--- src/rtl/ps2_scancode_rx.sv ---
// PS/2 keyboard receiver: synchronises and deglitches the pins, deframes 11-bit frames and
// folds E0/F0 prefixes into flags on a single strobed key event.
module ps2_scancode_rx #(
    parameter int unsigned FILTER_LEN     = 8,
    parameter int unsigned TIMEOUT_CYCLES = 32000
) (
    input  logic       clk,
    input  logic       reset,
    input  logic       clkps2,
    input  logic       dataps2,
    output logic [7:0] scancode,
    output logic       extended,
    output logic       released,
    output logic       scancode_valid,
    output logic       frame_error
);

    localparam int unsigned TmoW = $clog2(TIMEOUT_CYCLES + 1);

    localparam logic [1:0] StIdle   = 2'd0;
    localparam logic [1:0] StData   = 2'd1;
    localparam logic [1:0] StParity = 2'd2;
    localparam logic [1:0] StStop   = 2'd3;

    logic                  clk_meta_q, clk_sync_q, data_meta_q, data_sync_q;
    logic [FILTER_LEN-1:0] hist_q;
    logic                  filt_q, filt_d;
    logic                  fall;
    logic [1:0]            state_q, state_d;
    logic [2:0]            bit_cnt_q, bit_cnt_d;
    logic [7:0]            shift_q, shift_d;
    logic                  parity_q, parity_d;
    logic [TmoW-1:0]       tmo_q, tmo_d;
    logic                  ext_q, ext_d, rel_q, rel_d;
    logic                  valid_set, err_set;

    always_comb begin
        filt_d = filt_q;
        if (hist_q == '0) begin
            filt_d = 1'b0;
        end else if (&hist_q) begin
            filt_d = 1'b1;
        end
    end

    // Fires in the cycle the filtered level is about to drop.
    assign fall = filt_q & (hist_q == '0);

    always_comb begin
        state_d   = state_q;
        bit_cnt_d = bit_cnt_q;
        shift_d   = shift_q;
        parity_d  = parity_q;
        ext_d     = ext_q;
        rel_d     = rel_q;
        valid_set = 1'b0;
        err_set   = 1'b0;
        tmo_d     = '0;

        unique case (state_q)
            StIdle: begin
                if (fall) begin
                    if (!data_sync_q) begin
                        state_d   = StData;
                        bit_cnt_d = '0;
                    end else begin
                        err_set = 1'b1;
                    end
                end
            end
            StData: begin
                if (fall) begin
                    shift_d   = {data_sync_q, shift_q[7:1]};
                    bit_cnt_d = 3'(bit_cnt_q + 3'd1);
                    if (bit_cnt_q == 3'd7) begin
                        state_d = StParity;
                    end
                end
            end
            StParity: begin
                if (fall) begin
                    parity_d = data_sync_q;
                    state_d  = StStop;
                end
            end
            StStop: begin
                if (fall) begin
                    state_d = StIdle;
                    if (data_sync_q && (^{shift_q, parity_q})) begin
                        if (shift_q == 8'hE0) begin
                            ext_d = 1'b1;
                        end else if (shift_q == 8'hF0) begin
                            rel_d = 1'b1;
                        end else begin
                            valid_set = 1'b1;
                        end
                    end else begin
                        err_set = 1'b1;
                        ext_d   = 1'b0;
                        rel_d   = 1'b0;
                    end
                end
            end
            default: state_d = StIdle;
        endcase

        if (state_q != StIdle && !fall) begin
            if (tmo_q == TmoW'(TIMEOUT_CYCLES - 1)) begin
                state_d = StIdle;
                err_set = 1'b1;
                ext_d   = 1'b0;
                rel_d   = 1'b0;
            end else begin
                tmo_d = tmo_q + TmoW'(1);
            end
        end
    end

    always_ff @(posedge clk) begin
        if (reset) begin
            clk_meta_q     <= 1'b1;
            clk_sync_q     <= 1'b1;
            data_meta_q    <= 1'b1;
            data_sync_q    <= 1'b1;
            hist_q         <= '1;
            filt_q         <= 1'b1;
            state_q        <= StIdle;
            bit_cnt_q      <= '0;
            shift_q        <= '0;
            parity_q       <= 1'b0;
            tmo_q          <= '0;
            ext_q          <= 1'b0;
            rel_q          <= 1'b0;
            scancode       <= '0;
            extended       <= 1'b0;
            released       <= 1'b0;
            scancode_valid <= 1'b0;
            frame_error    <= 1'b0;
        end else begin
            clk_meta_q     <= clkps2;
            clk_sync_q     <= clk_meta_q;
            data_meta_q    <= dataps2;
            data_sync_q    <= data_meta_q;
            hist_q         <= {hist_q[FILTER_LEN-2:0], clk_sync_q};
            filt_q         <= filt_d;
            state_q        <= state_d;
            bit_cnt_q      <= bit_cnt_d;
            shift_q        <= shift_d;
            parity_q       <= parity_d;
            tmo_q          <= tmo_d;
            scancode_valid <= valid_set;
            frame_error    <= err_set;
            if (valid_set) begin
                scancode <= shift_q;
                extended <= ext_q;
                released <= rel_q;
                ext_q    <= 1'b0;
                rel_q    <= 1'b0;
            end else begin
                ext_q <= ext_d;
                rel_q <= rel_d;
            end
        end
    end

endmodule

--- config.mk ---
export PLATFORM = sky130hd
export DESIGN_NAME = ps2_scancode_rx
export DESIGN_NICKNAME = d
export VERILOG_FILES = /design/src/rtl/ps2_scancode_rx.sv
export SDC_FILE = /design/constraint.sdc
export NUM_CORES = 1
export LEC_CHECK = 0
export CORE_ASPECT_RATIO = 1.25
export CORE_UTILIZATION = 50
export CTS_CLUSTER_DIAMETER = 120
export DETAILED_ROUTE_END_ITERATION = 16
export PLACE_DENSITY = 0.69
export SLEW_MARGIN = 20
export SYNTH_ARGS = -nofsm -noshare
export SYNTH_HDL_FRONTEND = slang
export SYNTH_SLANG_ARGS = --single-unit
--- constraint.sdc ---
create_clock -name clk -period 3 [get_ports clk]
set_input_delay 0.6 -clock clk [delete_from_list [all_inputs] [get_ports clk]]
set_output_delay 0.6 -clock clk [all_outputs]
set_load 0.005 [all_outputs]
==> run metrics, run 1 <==
Clock transition at path regs=90 ps; status=finished, final reports clean; Mapped Cells=~270; min cycle time layout=2120 ps; vias in the first global route=1627; post-cts sizing count=0; final period utilization=between 70% and 80%; core box area=~4700 sq um; Setup WS pre-CTS=around 880 ps; GRT busiest layer=met2; hold_sp=clk_meta_q; worst hold stages=1; Mapped Area=2460 sq um; Post-layout nets=292; clock buffer depth=2; worst reg-to-reg setup slack=slightly below 900 ps; gr ovfl total=0; final slew viol count=0; Crit Path Max Fanout=16; Syn. warnings=0; routed vias=1787; wire length per cell=between 10 and 15 microns; Synth cell types=40; slew at the pin closest to its max-slew limit=524 ps; routed wire length=around 4.3 mm; DIE AREA=5210 sq um; Starting Density=52.0%; async set-reset flop share out of synthesis=0%; crit-path cells=nor4_1 -> and3_1 -> or4_1 -> nor2_1; Worst R2R End=tmo_q[8]; Crit Path Class=flip-flop to flip-flop; DRC Markers=0; Final ANT Viol Nets=0; GR Util met2=30.0%; MaxCap Viol Count=0; placed insts=334; CP max stage cell=and3_1; crit path DAT=about 2300 ps; CP Launch Type=flip-flop; power per cell area=between 400 and 500 nW/um^2; syn avg cell area=around 9.1 sq um; number of buffers created by CTS=5; P&R area growth vs syn=11.3%; Post-synth top flop=dfxtp_1; TritonCTS clock tree=built; DR pass1 iterations=4; first-pass GRT wire length=7.36 mm; slew margin rel.=roughly 65%; Ant. Diodes=0; hpwl dp=a little under 3 mm; Largest stage delay, worst path=590 ps; clock skew=6.98 ps; met1 usage=23.1%; final core occ=57.9%; worst-skew pair later-pin latency=slightly above 300 ps; Ports=16; setup tns final=0 ps; Max VDD drop=0.338 mV; largest net degree at the start of global routing=50; count of final setup violators=0; Worst setup EP type=flip-flop; Cell Rows=28; Min-Delay Endpoint=clk_sync_q; total global-route track usage=approximately 18%; Chip Height=slightly above 80 microns; Vias/cell=5.23; reg2reg start=hist_q[5]; CP required=3180 ps; Non-Filler Instances=around 340; H-tree depth=2; RSZ-0062 raised after global routing=false; met3 usage=about 4.3%; clock sink total=56; layout cells sized above 1=a little under a tenth; Hold Crit Class=flip-flop to flip-flop; root buf cell=clkbuf_8; count of final hold-check violations=0; Hold Buf Count CTS=0; Yosys reg bits=between 50 and 60; Die X=64.8 microns; FMAX=472 MHz; fin worst setup slack=883 ps; Net Count, Synth=280; Port Buffers=15; P_leak=1.00 nW; GP Congestion=0.811; Post-CTS Setup Bufs=0; sequential area share after synthesis=a little under half; initial antenna violation count=0; Initial DRC Count=69; EDFF count, synth=0; FF-to-FF path depth=4
==> state kept, by name, summed over array words and instances (netlist names) <==
| signal | flops |
|---|---|
| released | 1 |
| rel_q | 1 |
| filt_q | 1 |
| extended | 1 |
| clk_sync_q | 1 |
| clk_meta_q | 1 |
| tmo_q | 15 |
| state_q | 2 |
| scancode | 8 |
| scancode_valid | 1 |
| bit_cnt_q | 3 |
| hist_q | 8 |
| shift_q | 8 |
| parity_q | 1 |
| frame_error | 1 |
| data_sync_q | 1 |
| data_meta_q | 1 |
| ext_q | 1 |
==> metrics by stage <==
stage / power, W / hold WS [ps] / instance area, sq um
floorplan: 0.000782 / 389 / 2460
global placement: 0.000791 / 395 / 2650
detailed placement: 0.000791 / 400 / 2650
CTS: 0.00121 / 430 / 2740
global route: 0.00123 / 439 / 2740
finish: 0.00119 / 426 / 2740
==> placed cells by master, fill, tap and decap left out, drive strengths merged, types with 2 or more instances in the layout <==
cell type and instances:
inv 5, xnor2 11, and2 5, clkinv 2, nand2 21, dfxtp 56
a31oi 3, o21ai 3, nand3 18, clkdlybuf4s50 15, nand4 6, and3 9
clkbuf 6, nand2b 19, xor2 7, or2 13, buf 2, ha 7
nor4 4, nor2 27, mux2i 14, a21oi 12
==> power by group <==
part           switching, W  internal (W)   total, W
Combinational     0.0000119     0.0000122  0.0000241
Clock              0.000235      0.000185   0.000420
Sequential       0.00000261      0.000746   0.000749
==> worst max-delay path, delay by kind of cell (launching register included) <==
family           cells  cell delay (ps)
and+or+nand+nor      4             1680
DFF                  1              330
==> layer usage <==
metal  wire [microns]  share of wire (%)
met3              135                3.2
met1             2080                 49
met4               56                1.3
met2             1980                 47
met5                0                  0
==> area by class of cell <==
type                       count  area, sq um
sequential                    56         1120
tap                           60         75.1
clock inverter                 2         10.0
clock buffer                   6         82.6
multi-input combinational    196         1270
inverter                       5         18.8
fill                         444         1990
timing repair buffer          17          165
==> synthesized netlist by cell type, types with 2 or more instances <==
cell	number	area, sq um
ha_1	7	87.6
nand3_1	18	90.1
and3_1	9	56.3
dfxtp_1	56	1120
o21ai_0	3	15.0
a21oi_1	12	60.1
nor4_1	4	25.0
xor2_1	7	61.3
nand4_1	6	37.5
nand2_1	21	78.8
or2_2	13	81.3
buf_2	2	10.0
and2_1	5	31.3
a31oi_1	3	18.8
mux2i_1	14	140
inv_1	5	18.8
nor2_1	27	101
nand2b_1	19	119
xnor2_1	10	87.6
clkbuf_1	8	30.0
==> how the worst max path moves through the flow <==
stage                     startpoint        end  cells after the start  slack [ps]
final                      hist_q[5]   tmo_q[8]                      4         880
after global routing       hist_q[5]   tmo_q[2]                      4         710
after CTS                  hist_q[5]   tmo_q[8]                      4         880
after detailed placement   hist_q[5]   tmo_q[4]                      4         880
after global placement         reset  tmo_q[12]                      3         930
after floorplan           shift_q[3]   extended                      6        1200
==> kinds of logic (layout without fill, tap and decap cells) <==
logic type                 after synthesis  in the layout  share of synthesized area [%]
xor gates and xnor gates                19             19                           7.68
muxes                                   14             14                           5.69
and+or+nand+nor                        132            132                           28.5
adders and majority gates                7              7                           3.56
DFF                                     56             56                           45.6
buffers and inverters                   17             30                           3.15
AOI/OAI and AO/OA                       24             24                           5.90
Note: power is estimated with default switching activity, not from simulation.
==> inputs of run 2 (changes only) <==
--- a/config.mk
+++ b/config.mk
@@ -9,7 +9,7 @@
 export CORE_UTILIZATION = 50
 export CTS_CLUSTER_DIAMETER = 120
 export DETAILED_ROUTE_END_ITERATION = 16
-export PLACE_DENSITY = 0.69
+export PLACE_DENSITY = 0.72
 export SLEW_MARGIN = 20
 export SYNTH_ARGS = -nofsm -noshare
 export SYNTH_HDL_FRONTEND = slang
==> constraint.sdc (replaced) <==
create_clock -name clk -period 1.8 [get_ports clk]
set_input_delay 0.36 -clock clk [delete_from_list [all_inputs] [get_ports clk]]
set_output_delay 0.36 -clock clk [all_outputs]
set_load 0.005 [all_outputs]
==> run metrics, run 2 (synthesized netlist as in run 1, its figures left out) <==
# fillers=411 (-7.4%); Worst setup EP type=flip-flop; Starting Density=52.0% (unchanged); Final ANT Viol Nets=0 (unchanged); count of final hold-check violations=0 (unchanged); routed vias=1923 (+7.6%); fin worst setup slack=-1.71 ps (-885 ps); initial antenna violation count=0 (unchanged); CP Launch Type=flip-flop; count of final setup violators=1 (+1); GP Congestion=0.733 (-9.6%); gr ovfl total=0 (unchanged); worst reg-to-reg setup slack=-2 ps (-890 ps); final slew viol count=0 (unchanged); clock buffer depth=2 (unchanged); Crit Path Max Fanout=5 (-11); Ports=16 (unchanged); Hold Crit Class=flip-flop to flip-flop; layout cells sized above 1=19.9% (+10 points); violated checks=negative setup slack; routed wire length=4.58 mm (+7.7%); DR pass1 iterations=4 (unchanged); first-pass GRT wire length=7.56 mm (+2.6%); Ant. Diodes=0 (unchanged); hpwl dp=3.22 mm (+11%); core box area=4730 sq um (unchanged); number of buffers created by CTS=5 (unchanged); P_leak=1.15 nW (+15%); Clock transition at path regs=90 ps (about the same); Max VDD drop=0.561 mV (+66%); H-tree depth=2 (unchanged); Chip Height=80.4 microns (unchanged); Die X=64.8 microns (unchanged); max reg flops=15 (unchanged); P&R area growth vs syn=22.5%; commonest non-fill, non-tap cell in the layout=dfxtp_1; design area=3020 sq um (+10%); crit path DAT=2030 ps (-270 ps); FMAX=555 MHz (+17%); Tot Pwr=0.00199 W (+67%); total global-route track usage=18.8% (+0.48 points); Port Buffers=15 (unchanged); TritonCTS clock tree=built; RSZ-0062 raised after global routing=true; Post-layout nets=317 (+8.6%); Non-Filler Instances=367 (+7.3%); placed insts=354 (+6.0%); DIE AREA=5210 sq um (unchanged); slew at the pin closest to its max-slew limit=363 ps (-161 ps); root buf cell=clkbuf_8; clock sink total=56 (unchanged); most frequent cells in the layout=52 x dfxtp_1, 27 x nor2_1, 24 x buf_4; worst-skew pair later-pin latency=300 ps (about the same); final core occ=63.8% (+5.8 points); Initial DRC Count=84 (+22%); slew margin rel.=75.7% (+11 points); final period utilization=100% (+30 points); Vias/cell=5.24 (+0.28%); placed cell area=2820 sq um (+6.6%); clock skew=6.65 ps (-0.332 ps); power per cell area=659 nW/um^2 (+51%); vias in the first global route=1751 (+7.6%); largest net degree at the start of global routing=32 (-36%); MaxCap Viol Count=0 (unchanged); Hold Buf Count CTS=0 (unchanged); min cycle time layout=1800 ps (-315 ps); Crit Path Class=flip-flop to flip-flop; status=finished, violations left; DRC Markers=0 (unchanged); Cell Rows=28 (unchanged); wire length per cell=12.5 microns (+0.33%); Reg with most FFs=tmo_q; CP required=2030 ps (-1150 ps)
-- run 2: changes by cell type in the layout (fill, tap and decap cells not counted), sizes merged --
cell / before / now
buf: 2 / 27
-- run 2: final timing paths --
path                from          end  cells after the start
max           shift_q[3]  scancode[1]                      7
min          data_meta_q  data_sync_q                      1
max reg2reg   shift_q[3]  scancode[1]                      7
min reg2reg  data_meta_q  data_sync_q                      1
-- run 2: layer usage --
metal / wire length (microns) / global-route usage, %
met1: 2250 / 24.0
met2: 2150 / 30.9
met3: 123 / 4.26
met4: 61 / 6.00
met5: 0 / 0
-- run 2: what timing repair did --
action                     4_1_cts  5_1_grt
gates cloned                     1        0
buffers inserted                 3        1
setup endpoints to repair       10       26
gates resized for setup          5        6
pin swaps                        4        2
-- run 2: final cells by class --
class	count	area, sq um	area share, %
Sequential cell	56	1130	37.3
Clock inverter	2	10.0	0.332
Clock buffer	6	82.6	2.74
Tap cell	60	75.1	2.49
Timing Repair Buffer	42	398	13.2
Inverter	5	18.8	0.622
Multi-Input combinational cell	196	1310	43.3
-- run 2: through the flow --
stage | setup WS, ps | hold slack, ps | setup TNS (ps)
2_1_floorplan | 2.43 | 389 | 0
3_3_place_gp | 50.5 | 392 | 0
3_5_place_dp | -37.0 | 397 | -73.6
4_1_cts | 1.13 | 420 | 0
5_1_grt | -72.7 | 425 | -573
6_report | -1.71 | 416 | -1.71
-- run 2: critical path, cell delays in order, from the launching register on --
cell,delay (ps)
dfxtp_2,350
xor2_1,150
xnor3_2,470
xnor2_2,170
nor3_4,150
buf_4,150
buf_12,110
mux2i_1,190
-- run 2: power breakdown --
| group | internal, W | total [W] | switching (W) |
|---|---|---|---|
| clock network | 0.000308 | 0.000694 | 0.000386 |
| registers | 0.00124 | 0.00125 | 0.00000459 |
| logic | 0.0000236 | 0.0000443 | 0.0000207 |
==> inputs of run 3 (changes only) <==
--- a/config.mk
+++ b/config.mk
@@ -8,6 +8,7 @@
 export CORE_ASPECT_RATIO = 1.25
 export CORE_UTILIZATION = 50
 export CTS_CLUSTER_DIAMETER = 120
+export CTS_CLUSTER_SIZE = 30
 export DETAILED_ROUTE_END_ITERATION = 16
 export PLACE_DENSITY = 0.72
 export SLEW_MARGIN = 20
==> results of run 3 <==
Final layout, timing and power as in run 2 (identical DEF).
